## src/rtl/bg_map_pkg.sv

```systemverilog
// Shared constants, tile-word field layout, scroller state encoding and a
// tile-word builder for the background map write side.
package bg_map_pkg;

  localparam int unsigned TILE_WIDTH       = 16;
  localparam int unsigned TILE_HEIGHT      = 16;
  localparam int unsigned TILE_COLS        = 40;
  localparam int unsigned TILE_ROWS        = 30;
  localparam int unsigned SCROLL_ROW_START = 7;
  localparam logic [15:0] LFSR_SEED_DEF    = 16'hACE1;

  // Tile word fields: COL[2:0], ROW[5:3], XFLIP[6], YFLIP[7], ENABLE[8]
  localparam int unsigned TW_COL_LSB = 0;
  localparam int unsigned TW_ROW_LSB = 3;
  localparam int unsigned TW_XFLIP   = 6;
  localparam int unsigned TW_YFLIP   = 7;
  localparam int unsigned TW_ENABLE  = 8;

  typedef enum logic [2:0] {
    ST_IDLE,
    ST_RD,
    ST_WR,
    ST_FILL,
    ST_DONE
  } state_e;

  function automatic logic [15:0] tile_word(input logic       en,
                                            input logic       yflip,
                                            input logic       xflip,
                                            input logic [2:0] row,
                                            input logic [2:0] col);
    logic [15:0] w;
    w                            = '0;
    w[TW_ENABLE]                 = en;
    w[TW_YFLIP]                  = yflip;
    w[TW_XFLIP]                  = xflip;
    w[TW_ROW_LSB+2 : TW_ROW_LSB] = row;
    w[TW_COL_LSB+2 : TW_COL_LSB] = col;
    return w;
  endfunction

endpackage

```

## src/rtl/bg_lfsr16.sv

```systemverilog
// 16-bit Fibonacci LFSR (taps 16,14,13,11), right-shifting, loaded with seed
// on reset and advanced by one position per step pulse.
module bg_lfsr16 (
  input  logic        clk,
  input  logic        reset,
  input  logic        step,
  input  logic [15:0] seed,
  output logic [15:0] value
);

  logic [15:0] lfsr_q;
  logic        fb;

  assign fb    = lfsr_q[0] ^ lfsr_q[2] ^ lfsr_q[3] ^ lfsr_q[5];
  assign value = lfsr_q;

  // Shift register: reload seed on reset, advance on step
  always_ff @(posedge clk) begin
    if (reset) begin
      lfsr_q <= seed;
    end else if (step) begin
      lfsr_q <= {fb, lfsr_q[15:1]};
    end
  end

endmodule

```

## src/rtl/bg_map_scroller.sv

```systemverilog
// Background tile-map scroller: advances the fine x scroll once per frame and,
// on each 16-pixel carry, shifts the scrolling rows one tile left through
// port B of the tile RAM, filling the new right-hand column.
// Optional feature macro: BG_LFSR_FILL_EN (procedural fill from an LFSR
// instead of the fill_tile input).
module bg_map_scroller #(
  parameter int unsigned TILE_COLS        = bg_map_pkg::TILE_COLS,
  parameter int unsigned TILE_ROWS        = bg_map_pkg::TILE_ROWS,
  parameter int unsigned SCROLL_ROW_START = bg_map_pkg::SCROLL_ROW_START,
  parameter logic [15:0] LFSR_SEED        = bg_map_pkg::LFSR_SEED_DEF
) (
  input  logic        clk,
  input  logic        reset,
  input  logic        frame_tick,
  input  logic        scroll_en,
  input  logic [3:0]  speed,
  input  logic [15:0] fill_tile,
  output logic [4:0]  fill_row,
  output logic [15:0] ram_addr,
  output logic [15:0] ram_wr_data,
  output logic        ram_we,
  input  logic [15:0] ram_rd_data,
  output logic [3:0]  x_offset,
  output logic        busy,
  output logic        shift_done,
  output logic        overrun,
  output logic [15:0] distance
);

  import bg_map_pkg::*;

  localparam logic [15:0] COLS16     = 16'(TILE_COLS);
  localparam logic [5:0]  LAST_COPY  = 6'(TILE_COLS - 2);
  localparam logic [4:0]  LAST_ROW   = 5'(TILE_ROWS - 1);
  localparam logic [4:0]  FIRST_ROW  = 5'(SCROLL_ROW_START);
  localparam logic [15:0] FIRST_BASE = 16'(SCROLL_ROW_START * TILE_COLS);

  state_e      state_q;
  logic [4:0]  r_q;
  logic [5:0]  c_q;
  logic [15:0] base_q;        // r_q * TILE_COLS, kept incrementally
  logic [3:0]  x_offset_q;
  logic [15:0] ram_addr_q;
  logic        ram_we_q;
  logic        busy_q;
  logic        shift_done_q;
  logic        overrun_q;
  logic [15:0] distance_q;
  logic [4:0]  fill_row_q;
  logic [4:0]  sum;
  logic [15:0] fill_word;

  assign sum = {1'b0, x_offset_q} + {1'b0, speed};

`ifdef BG_LFSR_FILL_EN
  logic [15:0] lfsr_val;

  bg_lfsr16 u_lfsr (
    .clk   (clk),
    .reset (reset),
    .step  (state_q == ST_FILL),
    .seed  (LFSR_SEED),
    .value (lfsr_val)
  );

  // Ground row is solid; other rows get sparse obstacles from the LFSR
  always_comb begin
    fill_word = '0;
    if (r_q == LAST_ROW) begin
      fill_word = tile_word(1'b1, 1'b0, 1'b0, 3'd0, 3'd0);
    end else begin
      fill_word = tile_word(lfsr_val[3:0] == 4'h0, 1'b0, 1'b0, 3'd1, lfsr_val[6:4]);
    end
  end
`else
  // New column cells come straight from the game logic
  always_comb begin
    fill_word = fill_tile;
  end
`endif

  // Write data follows the state combinationally: the copied word only
  // arrives from the RAM during WR, and fill_tile is valid alongside fill_row.
  always_comb begin
    ram_wr_data = '0;
    case (state_q)
      ST_WR:   ram_wr_data = ram_rd_data;
      ST_FILL: ram_wr_data = fill_word;
      default: ram_wr_data = '0;
    endcase
  end

  // Scroll/shift FSM; address and strobe are registered for the state being entered
  always_ff @(posedge clk) begin
    if (reset) begin
      state_q      <= ST_IDLE;
      r_q          <= '0;
      c_q          <= '0;
      base_q       <= '0;
      x_offset_q   <= '0;
      ram_addr_q   <= '0;
      ram_we_q     <= 1'b0;
      busy_q       <= 1'b0;
      shift_done_q <= 1'b0;
      overrun_q    <= 1'b0;
      distance_q   <= '0;
      fill_row_q   <= '0;
    end else begin
      shift_done_q <= 1'b0;
      overrun_q    <= frame_tick && busy_q;
      case (state_q)
        ST_IDLE: begin
          if (frame_tick && scroll_en && (speed != '0)) begin
            x_offset_q <= sum[3:0];
            if (sum[4]) begin
              state_q    <= ST_RD;
              r_q        <= FIRST_ROW;
              c_q        <= '0;
              base_q     <= FIRST_BASE;
              ram_addr_q <= FIRST_BASE + 16'd1;
              ram_we_q   <= 1'b0;
              busy_q     <= 1'b1;
            end
          end
        end
        ST_RD: begin
          state_q    <= ST_WR;
          ram_addr_q <= base_q + 16'(c_q);
          ram_we_q   <= 1'b1;
        end
        ST_WR: begin
          if (c_q < LAST_COPY) begin
            state_q    <= ST_RD;
            c_q        <= c_q + 6'd1;
            ram_addr_q <= base_q + 16'(c_q) + 16'd2;
            ram_we_q   <= 1'b0;
          end else begin
            state_q    <= ST_FILL;
            ram_addr_q <= base_q + COLS16 - 16'd1;
            fill_row_q <= r_q;
            ram_we_q   <= 1'b1;
          end
        end
        ST_FILL: begin
          if (r_q < LAST_ROW) begin
            state_q    <= ST_RD;
            r_q        <= r_q + 5'd1;
            c_q        <= '0;
            base_q     <= base_q + COLS16;
            ram_addr_q <= base_q + COLS16 + 16'd1;
            ram_we_q   <= 1'b0;
          end else begin
            state_q  <= ST_DONE;
            ram_we_q <= 1'b0;
          end
        end
        ST_DONE: begin
          state_q      <= ST_IDLE;
          busy_q       <= 1'b0;
          shift_done_q <= 1'b1;
          distance_q   <= distance_q + 16'd1;
        end
        default: begin
          state_q  <= ST_IDLE;
          ram_we_q <= 1'b0;
          busy_q   <= 1'b0;
        end
      endcase
    end
  end

  assign fill_row   = fill_row_q;
  assign ram_addr   = ram_addr_q;
  assign ram_we     = ram_we_q;
  assign x_offset   = x_offset_q;
  assign busy       = busy_q;
  assign shift_done = shift_done_q;
  assign overrun    = overrun_q;
  assign distance   = distance_q;

endmodule

```

## config.mk

```make
export PLATFORM = sky130hd
export DESIGN_NAME = bg_map_scroller
export DESIGN_NICKNAME = d
export VERILOG_FILES = /design/src/rtl/bg_map_pkg.sv /design/src/rtl/bg_lfsr16.sv /design/src/rtl/bg_map_scroller.sv
export SDC_FILE = /design/constraint.sdc
export NUM_CORES = 1
export LEC_CHECK = 0
export BUFFER_PORTS_ARGS = -buffer_cell sky130_fd_sc_hd__buf_2
export CELL_PAD_IN_SITES_DETAIL_PLACEMENT = 1
export CELL_PAD_IN_SITES_GLOBAL_PLACEMENT = 1
export CORE_UTILIZATION = 41
export CTS_CLUSTER_DIAMETER = 200
export DETAILED_ROUTE_END_ITERATION = 6
export HOLD_SLACK_MARGIN = 0.05
export PLACE_DENSITY = 0.89
export SLEW_MARGIN = 10
export SYNTH_ARGS = -nofsm -noshare
export SYNTH_HDL_FRONTEND = slang
export SYNTH_SLANG_ARGS = --single-unit
export TNS_END_PERCENT = 10
```

## constraint.sdc

```tcl
create_clock -name clk -period 3.87 [get_ports clk]
set_clock_uncertainty 0.15 [all_clocks]
set_input_delay 0.5805 -clock clk [delete_from_list [all_inputs] [get_ports clk]]
set_output_delay 0.5805 -clock clk [all_outputs]
set_load 0.01 [all_outputs]
```

# Word-level counts from Yosys, hierarchy flattened
# Index checks and enable logic that the tools add are counted.
# W data, S select, Z words.
word_totals:
  regBits: 75
  in_bits: 40
  elab_cells: 83
classes:
  add_sub_neg: 9
  order_cmp: 2
  eq_ne: 8
  muxes: 32
  bitwise: 3
  n_reduce_logical: 17
ops:
  columns: ["op", "count"]
  rows:
  - ["$mux W16", 7]
  - ["$pmux W16 S2", 2]
  - ["$pmux W16 S4", 1]
  - ["$add A16 B1 Y16 const B", 2]
  - ["$mux W6", 4]
  - ["$pmux W6 S3", 1]
  - ["$add A16 B2 Y16 const B", 1]
  - ["$add A16 B6 Y16", 1]
  - ["$add A16 B6 Y16 const B", 1]
  - ["$sub A16 B1 Y16 const B", 1]
  - ["$mux W5", 3]
  - ["$pmux W3 S4", 1]
  - ["$pmux W5 S2", 1]
  - ["$mux W3", 3]
  - ["$ne A2 B2 Y1 const B", 4]
  - ["$reduce_and A4 Y1", 2]
  - ["$reduce_bool A4 Y1", 2]
  - ["$add A6 B1 Y6 const B", 1]
  - ["$eq A3 B2 Y1 const B", 2]
  - ["$lt A6 B6 Y1 const B", 1]
  - ["$mux W1", 6]
  - ["$reduce_and A2 Y1", 3]
  - ["$reduce_and A3 Y1", 2]
  - ["$add A4 B4 Y5", 1]
  - ["other kinds (14)", 18]

# Logic depth before layout (Yosys ltp)
# Gate-level depths: netlist of the first run.
depth:
  ltp_word: 4
  ltp_mapped: 11
  mapped_depth_nobuf: 10

# Worst setup path before layout of the first run
# Ideal clock, no wire load.
synth_path:
  path_kind: "reg2reg"
  start: "reg base_q[4]"
  end: "reg ram_addr_q[13], in the netlist ram_addr[13]"
  arrival_ns: 2.565
  path_slack_ns: 1.067
  stages_incl_launch_ff: 10
  n_path_buf: 1
  period_less_slack_ns: 2.803
  path_cell_list: "dfxtp_1 -> ha_1 -> buf_6 -> nand3_2 -> nand2_1 -> or4_4 -> a2111o_1 -> o41ai_2 -> nand3_1 -> a311oi_2"
synth_via:
  elab_chain_cells: 4
  word_cells_on_any_way: 8
  cone_classes: "add/sub: 5; mux: 3"
synth_lines:
  columns: ["element", "line", "source"]
  rows:
  - ["start: declaration", "bg_map_scroller.sv:41", "logic [15:0] base_q;"]
  - ["start signal: assignment", "bg_map_scroller.sv:149", "base_q <= base_q + COLS16;"]
  - ["$add A16 B6 Y16 (on tied branches)", null, null]
  - ["$add A16 B1 Y16, or another cell as far along", "bg_map_scroller.sv:150", "ram_addr_q <= base_q + COLS16 + 16'd1;"]
  - ["$mux W16 (on tied branches)", "bg_map_scroller.sv:145, bg_map_scroller.sv:132", null]
  - ["$pmux W16 S4 (*)", "bg_map_scroller.sv:111", "case (state_q)"]
  - ["end signal: assignment", "bg_map_scroller.sv:120", "ram_addr_q <= FIRST_BASE + 16'd1;"]
  - ["end signal: assignment", "bg_map_scroller.sv:139", "ram_addr_q <= base_q + COLS16 - 16'd1;"]
  - ["end signal: assignment", "bg_map_scroller.sv:150", null]
  - ["end: declaration", "bg_map_scroller.sv:43", "logic [15:0] ram_addr_q;"]
# Every way passes the cells marked *; elsewhere a longest branch is shown, timed or not. The select of a mux whose other input is x is not followed.
# A chain may end at the register's enable or synchronous reset.

# Worst setup path after layout of the first run
layout_path:
  start: "reg base_q[5]"
  end: "reg ram_addr_q[14], in the netlist ram_addr[14]"
# Same word-level chain as after synthesis.

==> implementation parameters, run 1 <==
Parameter                              Value

Drt
  Number of remaining DRC errors ... 0
  Overall routed net length ... 17000 µm
  Vias per std cell ... 5.96
  Via count of the routed design ... 5290
  First-pass DRT Iterations ... 6
  Top Metal Used ... met4
  Number of violations reported at the end of detailed-routing iteration 0 ... 290
  Routed length on met2 ... 8310 µm
  Routed Antenna Nets ... 0
  Routed WL per cell ... 19.2 µm
  Met3 layer wire length in the routed design ... 751 µm
  Post-Route M1 WL ... 7340 µm

Timing
  Transition time at the pin with the least slew margin ... 1010 ps
  Final Critical Period ... 3310 ps
  Fmax ... 0.302 GHz
  Number of hold-slack violations in the final timing report ... 0
  Period utilization ... 85.5%
  Setup TNS ... 0 ps
  Total count of max-transition violations in the final report ... 0
  Number of setup violations in the final report ... 0
  RSZ-0062 raised after global routing ... no
  Minimum setup slack in the final design ... 560 ps
  Worst slew margin relative to its limit ... 32.6%

Synthesis
  Seq cells post-synth ... 72
  Post-synthesis xor/xnor area fraction ... 9.62%
  Syn Std Cell Area ... 5100 µm²
  Combinational family with the most area after synthesis ... compound AO/OA/AOI/OAI gates
  Simple-gate area share of the yosys netlist ... 23.1%
  Cell count after synthesis ... 639
  Top flip-flop cell by instance count after synthesis ... dfxtp_1
  Arithmetic-cell share of the synthesized area counting full adders, half adders and majority gates ... 4.27%
  Sequential-to-total area share from yosys stat ... 28.3%
  Post-synth EDFFs ... 0
  Complex-gate fraction of the synthesized area ... 25.8%
  Async set or reset register ratio after synthesis ... 0%
  Unique masters post-synth ... 85
  Synthesis Warnings ... 0
  Number of nets in the synthesized netlist ... 695
  Average cell area after synthesis ... 7.98 µm²
  Share of synthesized area spent on multiplexers ... 2.16%

Critical path
  FF-to-FF Start ... base_q[5]
  Worst setup slack for register-to-register paths ... 560 ps
  Worst reg-to-reg path cell count ... 8
  Crit path cell chain ... ha_1 > o21a_1 > a21oi_2 > o221ai_2 > a211oi_1 > nand3_2 > o31a_1 > a311oi_1
  Reg2reg end ... ram_addr[14]
  Cell with the largest stage delay on the worst path ... dfxtp_1
  Critical Path Fanout Max ... 12
  Signal arrival time at the worst endpoint ... 3410 ps
  Type of destination of the critical path ... register
  Delay contributed by the slowest stage of the critical path ... 570 ps
  Critical path class ... register to register
  Critical Path Start Type ... register
  Worst Path Required ... 3970 ps

Power
  Static Leak ... 0.00226 µW
  P per Cell Area ... 291 nW/µm²
  Max IR drop VDD ... 0.000176 V

Final layout
  Filler cells ... 1498
  Layout overhead on the synthesized area ... 15.5%
  Diodes inserted ... 0
  Final Net Count ... 771
  Most frequent standard cell in the layout excluding fill and tap cells ... buf_2
  Most frequent cells in the layout ... buf_2, nor2_1, dfxtp_1
  Util after Layout ... 48.8%
  Post-route cell area ... 5890 µm²
  Final cell count without fillers ... 888
  Fraction of layout instances using a drive strength above 1 ... 20.7%

Floorplan
  Die Width ... 113 µm
  Floorplan die height ... 113 µm
  CORE AREA ... 12100 µm²
  Initial Util ... 42.3%
  Die Outline Area ... 12900 µm²
  I/O Pins ... 101
  Number of cell rows ... 40

CTS
  CTS tree ... yes
  H-tree depth reported by CTS ... 3
  Root Buffer ... clkbuf_16
  Hold bufs inserted after CTS ... 0
  Clock network latency to the later pin of the worst-skew pair ... 350 ps
  Post-CTS setup buffer count ... 0
  Number of buffers added by the clock tree synthesis step ... 9
  Clock buffer depth ... 2
  PostCTS Resize Cnt ... 0
  Clock transition time at the flip-flop clock pins of the worst setup and hold paths ... 60 ps
  CTS sink count ... 72

Placement
  Number of cells after detailed placement ... 872
  Half-perimeter wire length after detailed placement ... 12400 µm
  Worst-case setup slack after placement ... 629 ps
  Port Buffer Count ... 100
  Area post-placement ... 5600 µm²
  RD Place Congestion ... 0.959

GRT
  Overall Global Routing Usage ... 26.9%
  Number of global-route vias before repair ... 5425
  Wire length of the first global-routing pass ... 27400 µm
  Grt total ovfl ... 0
  Number of antenna violations at the first check in global routing ... 0
  Largest net degree at the start of global routing ... 56

Worst hold path
  Start point of the worst hold path ... ram_addr[9]
  Hold path endpoint ... ram_addr[9]
  Hold path cells ... 2
  Path type of the worst min-delay path ... register to register

Outcome
  Result of the run ... complete, no violations

Run
  Max-Cap Viols ... 0
==> how the worst max path moves through the flow <==
stage / from / to / slack (ps) / cells after the start
detailed placement: speed[0] / ram_addr[3] / 630 / 10
finish: base_q[5] / ram_addr[14] / 560 / 8
global placement: base_q[5] / ram_addr[13] / 770 / 8
floorplan: base_q[4] / ram_addr[13] / 1070 / 9
global route: base_q[5] / ram_addr[15] / 350 / 8
CTS: base_q[5] / ram_addr[13] / 630 / 8
==> power breakdown <==
group          internal (µW)  switching [µW]  leakage, µW
Sequential               752            11.9     0.000581
Combinational           52.9            79.5      0.00155
Clock                    469             348     0.000135
Total                   1270             439      0.00226
==> flip-flops by register name, indices dropped and copies added, names as in the netlist <==
register,cells
distance,16
ram_addr,16
base_q,13
c_q,6
fill_row,5
r_q,5
x_offset,4
state_q,3
busy,1
overrun,1
ram_we,1
shift_done,1
==> synth_stat cells (3+ instances only) <==
master      n  area, µm²
o2111ai_1   3       26.3
o21a_1      6       45.0
inv_1       9       33.8
nor2_1     79        297
a311oi_1    5       43.8
o31a_1      3       26.3
nand2b_1    9       56.3
a22o_1     16        140
nor3_1     17       85.1
and4_1      4       35.0
mux2i_1    11        110
o22ai_1     3       18.8
xor2_1     24        210
nor2b_1     4       25.0
o21ai_0    25        125
nand3_1    17       85.1
nand2_1    60        225
nand4_1     8       50.1
a21oi_1    53        265
a22oi_1     5       37.5
ha_1       15        188
a211oi_1   16        120
clkbuf_8    6       82.6
xnor2_1    32        280
or3_1       6       37.5
and3_1      6       37.5
and2_1      8       50.1
a31oi_1     5       31.3
buf_6       6       67.6
clkbuf_1   29        109
dfxtp_1    72       1440
a221oi_1    3       26.3
o31ai_1     5       37.5
nor4_1      3       18.8
==> metrics by stage <==
| stage | hold slack [ps] | power, µW |
|---|---|---|
| 2_1_floorplan | 304 | 858 |
| 5_1_grt | 327 | 1760 |
| 3_5_place_dp | 300 | 910 |
| 3_3_place_gp | 294 | 900 |
| 6_report | 305 | 1710 |
| 4_1_cts | 306 | 1720 |
==> layer usage <==
layer / up-vias / GRT usage (%)
met1: 2599 / 32.5
met2: 164 / 46.2
li1: 2477 / -
met3: 50 / 3.45
met4: 0 / 14.8
met5: - / 0
==> logic make-up (layout without fill, tap and decap cells) <==
| family | count (synthesis) | after routing |
|---|---|---|
| AOI/OAI and AO/OA | 184 | 184 |
| xor gates and xnor gates | 56 | 56 |
| adders and majority gates | 17 | 17 |
| buffers and inverters | 57 | 138 |
| DFF | 72 | 72 |
| muxes | 11 | 11 |
| other | 1 | 1 |
| and+or+nand+nor | 241 | 241 |
==> critical path, delay by kind of cell (launching register included) <==
| kind | cells | cell delay [ps] |
|---|---|---|
| compound gates | 6 | 1930 |
| flops | 1 | 570 |
| fa+ha+maj | 1 | 430 |
| simple gates | 1 | 140 |
==> area by class of cell <==
type,instances,area (µm²),share of cell area (%)
clock buffers,12,256,4.36
clock inverters,4,28.8,0.489
inverters,11,55.1,0.935
multi-input cells,510,3310,56.3
flip-flops and latches,72,1440,24.5
well taps,168,210,3.57
repair buffers,111,583,9.90
(Power assumes the default switching activity.)
==> run 2: changes to the inputs <==
--- a/config.mk
+++ b/config.mk
@@ -8,11 +8,12 @@
 export BUFFER_PORTS_ARGS = -buffer_cell sky130_fd_sc_hd__buf_2
 export CELL_PAD_IN_SITES_DETAIL_PLACEMENT = 1
 export CELL_PAD_IN_SITES_GLOBAL_PLACEMENT = 1
-export CORE_UTILIZATION = 41
+export CORE_UTILIZATION = 42
+export CTS_BUF_LIST = sky130_fd_sc_hd__clkbuf_8
 export CTS_CLUSTER_DIAMETER = 200
 export DETAILED_ROUTE_END_ITERATION = 6
 export HOLD_SLACK_MARGIN = 0.05
-export PLACE_DENSITY = 0.89
+export PLACE_DENSITY = 0.9
 export SLEW_MARGIN = 10
 export SYNTH_ARGS = -nofsm -noshare
 export SYNTH_HDL_FRONTEND = slang
==> implementation parameters, run 2 (synthesis gave the netlist of run 1 again) <==
Parameter                              Value

Outcome
  Result of the run ... finished with violations
  Failing checks ... design-rule violations

Power
  P per Cell Area ... 250 nW/µm² (-14%)
  Max IR drop VDD ... 0.000154 V (-12%)
  Static Leak ... 0.00220 µW (-2.6%)

GRT
  Number of global-route vias before repair ... 5390 (-0.65%)
  Number of antenna violations at the first check in global routing ... 0 (unchanged)
  Grt total ovfl ... 0 (unchanged)
  Overall Global Routing Usage ... 27.3% (+0.42 points)
  Wire length of the first global-routing pass ... 27400 µm (unchanged)
  Largest net degree at the start of global routing ... 28 (-50%)

CTS
  Clock network latency to the later pin of the worst-skew pair ... 360 ps (about the same)
  CTS tree ... yes
  Root Buffer ... clkbuf_8
  Clock transition time at the flip-flop clock pins of the worst setup and hold paths ... 90 ps (+30 ps)
  H-tree depth reported by CTS ... 3 (unchanged)
  Number of buffers added by the clock tree synthesis step ... 9 (unchanged)
  CTS sink count ... 72 (unchanged)
  Clock buffer depth ... 2 (unchanged)
  PostCTS Resize Cnt ... 0 (unchanged)
  Post-CTS setup buffer count ... 0 (unchanged)
  Hold bufs inserted after CTS ... 0 (unchanged)

Timing
  Minimum setup slack in the final design ... 423 ps (-137 ps)
  Setup TNS ... 0 ps (unchanged)
  Number of setup violations in the final report ... 0 (unchanged)
  Transition time at the pin with the least slew margin ... 979 ps (-31.7 ps)
  Total count of max-transition violations in the final report ... 0 (unchanged)
  Period utilization ... 89.1% (+3.5 points)
  Worst slew margin relative to its limit ... 34.7% (+2.1 points)
  Final Critical Period ... 3450 ps (+137 ps)
  RSZ-0062 raised after global routing ... no
  Fmax ... 0.290 GHz (-4.0%)
  Number of hold-slack violations in the final timing report ... 0 (unchanged)

Final layout
  Area of combinational cells with multiple inputs ... 3320 µm² (+0.15%)
  Final Net Count ... 770 (-0.13%)
  Diodes inserted ... 0 (unchanged)
  Most frequent standard cell in the layout excluding fill and tap cells ... buf_2
  Layout overhead on the synthesized area ... 12.6%
  Most frequent cells in the layout ... buf_2, nor2_1, dfxtp_1
  Footprint of the flip-flops and latches ... 1440 µm² (unchanged)
  Fraction of layout instances using a drive strength above 1 ... 20.9% (+0.17 points)
  Filler cells ... 1495 (-0.20%)

Drt
  Via count of the routed design ... 5266 (-0.45%)
  Vias per std cell ... 6.11 (+2.5%)
  First-pass DRT Iterations ... 7 (+1)
  Number of violations reported at the end of detailed-routing iteration 0 ... 341 (+18%)
  Number of remaining DRC errors ... 3 (+3)
  Overall routed net length ... 16700 µm (-2.1%)
  Routed Antenna Nets ... 0 (unchanged)
  Routed WL per cell ... 19.4 µm (+0.90%)

Critical path
  Setup crit end ... ram_addr[11]
  Critical Path Start Type ... register
  Critical path class ... register to register
  Signal arrival time at the worst endpoint ... 3560 ps (+150 ps)
  Worst setup slack for register-to-register paths ... 420 ps (-140 ps)
  FF-to-FF Start ... base_q[3]
  Type of destination of the critical path ... register
  Worst reg-to-reg path cell count ... 8 (unchanged)
  Critical Path Fanout Max ... 14 (+2)
  Reg2reg end ... ram_addr[11]
  Worst setup startpoint ... base_q[3]
  Worst Path Required ... 3980 ps (about the same)

Floorplan
  CORE AREA ... 11600 µm² (-3.7%)
  Die Outline Area ... 12600 µm² (-2.3%)
  I/O Pins ... 101 (unchanged)
  Floorplan die height ... 112 µm (-1.2%)
  Number of cell rows ... 39 (-2.5%)
  Die Width ... 112 µm (-1.2%)
  Initial Util ... 43.9% (+1.6 points)

Placement
  Worst-case setup slack after placement ... 637 ps (+7.84 ps)
  RD Place Congestion ... 0.973 (+1.5%)
  Port Buffer Count ... 100 (unchanged)
  Half-perimeter wire length after detailed placement ... 12400 µm (-0.48%)

Run
  Max-Cap Viols ... 0 (unchanged)

Worst hold path
  Path type of the worst min-delay path ... register to register
[run 2: cell types whose count changed in the layout (fill, tap and decap cells not counted), sizes merged]
cell      delta
clkinv       +1
inv          +1
clkbuf       -3
buf          -1
clkinvlp     +1
[run 2: worst min path at each step]
stage / start / to / cells after the start
6_report: fill_row[4] / fill_row[4] / 2
5_1_grt: frame_tick / overrun / 3
4_1_cts: fill_row[4] / fill_row[4] / 2
3_5_place_dp: fill_row[2] / fill_row[2] / 2
3_3_place_gp: busy / overrun / 2
2_1_floorplan: c_q[5] / c_q[5] / 2
[run 2: critical path: stages (launching register included)]
cell and delay [ps]:
dfxtp_1 440, ha_1 340, a311o_1 380, a21oi_2 510, xnor2_1 280, a2111o_1 510
o21ai_0 260, nand3_1 140, a211oi_1 310
[run 2: report_power, final]
| part | total (µW) | internal (µW) | leakage [µW] | switching, µW |
|---|---|---|---|---|
| sequential | 763 | 751 | 0.000581 | 12.2 |
| clock | 545 | 231 | 0.0000814 | 314 |
| combinational | 130 | 52.7 | 0.00154 | 76.9 |
| total | 1440 | 1030 | 0.00220 | 403 |
[run 2: layer usage]
| layer | vias up | wire length [µm] | GRT usage, % |
|---|---|---|---|
| li1 | 2463 | - | - |
| met1 | 2588 | 7000 | 32.5 |
| met2 | 158 | 8160 | 46.5 |
| met3 | 57 | 784 | 4.97 |
| met4 | 0 | 752 | 15.3 |
| met5 | - | 0 | 0 |
[run 2: area by class of cell]
cell class | count | area share (%)
inverters | 11 | 0.959
flip-flops and latches | 72 | 25.1
repair buffers | 110 | 10.0
clock buffers | 9 | 2.16
well taps | 143 | 3.12
multi-input cells | 510 | 57.8
clock inverters | 7 | 0.807
[run 2: through the flow]
| step | power (µW) | hold slack [ps] | std cells | instance area [µm²] | util [%] |
|---|---|---|---|---|---|
| 2_1_floorplan | 858 | 304 | 639 | 5100 | - |
| 3_3_place_gp | 900 | 293 | 846 | 5570 | 48.0 |
| 3_5_place_dp | 909 | 308 | 846 | 5570 | 48.0 |
| 4_1_cts | 1450 | 313 | 862 | 5740 | 49.4 |
| 5_1_grt | 1490 | 323 | 862 | 5740 | 49.4 |
| 6_report | 1440 | 310 | 862 | 5740 | 49.4 |
==> run 3: changes to the inputs <==
==> constraint.sdc (replaced) <==
create_clock -name clk -period 3.87 [get_ports clk]
set_clock_uncertainty 0.15 [all_clocks]
set_input_delay 0.387 -clock clk [delete_from_list [all_inputs] [get_ports clk]]
set_output_delay 0.387 -clock clk [all_outputs]
set_load 0.01 [all_outputs]
==> implementation parameters, run 3 (synthesis gave the netlist of run 1 again) <==
Parameter                              Value

Drt
  Routed Antenna Nets ... 0 (unchanged)
  First-pass DRT Iterations ... 7 (unchanged)
  Number of violations reported at the end of detailed-routing iteration 0 ... 319 (-6.5%)
  Via count of the routed design ... 5240 (-0.49%)
  Number of remaining DRC errors ... 3 (unchanged)
  Routed WL per cell ... 19.6 µm (+1.4%)
  Overall routed net length ... 16900 µm (+1.4%)
  Vias per std cell ... 6.08 (-0.49%)

Timing
  Number of setup violations in the final report ... 0 (unchanged)
  Fmax ... 0.300 GHz (+3.5%)
  Transition time at the pin with the least slew margin ... 1040 ps (+65.8 ps)
  Setup TNS ... 0 ps (unchanged)
  Worst slew margin relative to its limit ... 30.3% (-4.4 points)
  Final Hold Slack ... 86.5 ps (-224 ps)
  Final Critical Period ... 3330 ps (-118 ps)
  Total count of max-transition violations in the final report ... 0 (unchanged)
  Period utilization ... 86.0% (-3.0 points)
  Number of hold-slack violations in the final timing report ... 0 (unchanged)
  RSZ-0062 raised after global routing ... no

GRT
  Number of global-route vias before repair ... 5456 (+1.2%)
  Grt total ovfl ... 0 (unchanged)
  Wire length of the first global-routing pass ... 27700 µm (+1.4%)
  Overall Global Routing Usage ... 27.7% (+0.35 points)
  Largest net degree at the start of global routing ... 51 (+82%)
  Number of antenna violations at the first check in global routing ... 0 (unchanged)

Final layout
  Filler cells ... 1470 (-1.7%)
  Post-route cell area ... 5790 µm² (+0.96%)
  Most frequent cells in the layout ... buf_2, nor2_1, dfxtp_1
  Fraction of layout instances using a drive strength above 1 ... 20.9% (unchanged)
  Most frequent standard cell in the layout excluding fill and tap cells ... buf_2
  Area of combinational cells with multiple inputs ... 3320 µm² (unchanged)
  Final Net Count ... 770 (unchanged)
  Util after Layout ... 49.9% (+0.47 points)
  Final cell count without fillers ... 862 (unchanged)
  Layout overhead on the synthesized area ... 13.7%
  Diodes inserted ... 0 (unchanged)
  Footprint of the flip-flops and latches ... 1440 µm² (unchanged)

CTS
  CTS sink count ... 72 (unchanged)
  Post-CTS setup buffer count ... 0 (unchanged)
  H-tree depth reported by CTS ... 3 (unchanged)
  PostCTS Resize Cnt ... 0 (unchanged)
  Clock network latency to the later pin of the worst-skew pair ... 370 ps (about the same)
  Hold bufs inserted after CTS ... 0 (unchanged)
  CTS tree ... yes
  Clock buffer depth ... 2 (unchanged)
  Root Buffer ... clkbuf_8
  Clock transition time at the flip-flop clock pins of the worst setup and hold paths ... 90 ps (about the same)
  Number of buffers added by the clock tree synthesis step ... 9 (unchanged)

Placement
  Area post-placement ... 5570 µm² (unchanged)
  RD Place Congestion ... 0.940 (-3.4%)
  Number of cells after detailed placement ... 846 (unchanged)
  Half-perimeter wire length after detailed placement ... 12400 µm (+0.11%)
  Port Buffer Count ... 100 (unchanged)

Critical path
  Worst Path Required ... 4000 ps (+20 ps)
  Signal arrival time at the worst endpoint ... 3460 ps (-100 ps)
  Crit path cell chain ... ha_1 > o21a_1 > a21oi_2 > xnor2_1 > a2111o_1 > o41ai_2 > nand3_1 > a311oi_2
  Type of destination of the critical path ... register
  Count of buffering cells on the critical path with inverters included ... 0 (unchanged)
  Critical Path Fanout Max ... 12 (-2)
  Top delay family on crit path ... compound AO/OA/AOI/OAI gates
  Critical Path Start Type ... register
  Delay contributed by the slowest stage of the critical path ... 510 ps (about the same)
  Critical path class ... register to register
  Cell with the largest stage delay on the worst path ... dfxtp_1

Outcome
  Result of the run ... finished with violations
  Failing checks ... design-rule violations

Worst hold path
  Path type of the worst min-delay path ... input pin to register

Floorplan
  Die Width ... 112 µm (unchanged)
  I/O Pins ... 101 (unchanged)
  CORE AREA ... 11600 µm² (unchanged)
  Initial Util ... 43.9% (unchanged)
  Die Outline Area ... 12600 µm² (unchanged)
  Number of cell rows ... 39 (unchanged)
  Floorplan die height ... 112 µm (unchanged)

Power
  P per Cell Area ... 275 nW/µm² (+9.8%)
  Max IR drop VDD ... 0.000185 V (+20%)
  Static Leak ... 0.00223 µW (+1.2%)

Run
  Max-Cap Viols ... 0 (unchanged)
run 3: stage by stage:
stage	total power, µW	setup slack [ps]
global placement	900	745
floorplan	858	1070
CTS	1600	567
detailed placement	910	618
global route	1650	315
finish	1590	541
run 3: area by class of cell:
cell class	count	area share, %
multi-input cells	510	57.3
flip-flops and latches	72	24.9
repair buffers	110	9.93
well taps	143	3.09
clock buffers	9	2.14
clock inverters	7	1.75
inverters	11	0.950
run 3: power breakdown:
part,leakage (µW),switching (µW),internal [µW]
sequential,0.000581,12.6,751
clock,0.000107,329,370
combinational,0.00154,78.3,52.9
run 3: worst register-to-register path, delay by kind of cell, from the launching register on:
family,cells,cell delay [ps]
flops,1,510
fa+ha+maj,1,420
simple gates,1,130
compound gates,5,1780
xor+xnor,1,260
run 3: per-layer routing:
metal,vias up,part of all wire (%),track usage (%)
li1,2462,-,-
met4,0,3.1,11.6
met2,156,50,49.5
met3,42,4.4,4.75
met1,2580,42,32.6
met5,-,0,0
run 3: path summary, 6_finish.rpt:
check / from / endpoint / slack (ps) / cells past startpoint
min reg2reg: busy / overrun / 300 / 2
max: base_q[4] / ram_addr[13] / 540 / 8
min: frame_tick / overrun / 90 / 3
max reg2reg: base_q[4] / ram_addr[13] / 540 / 8
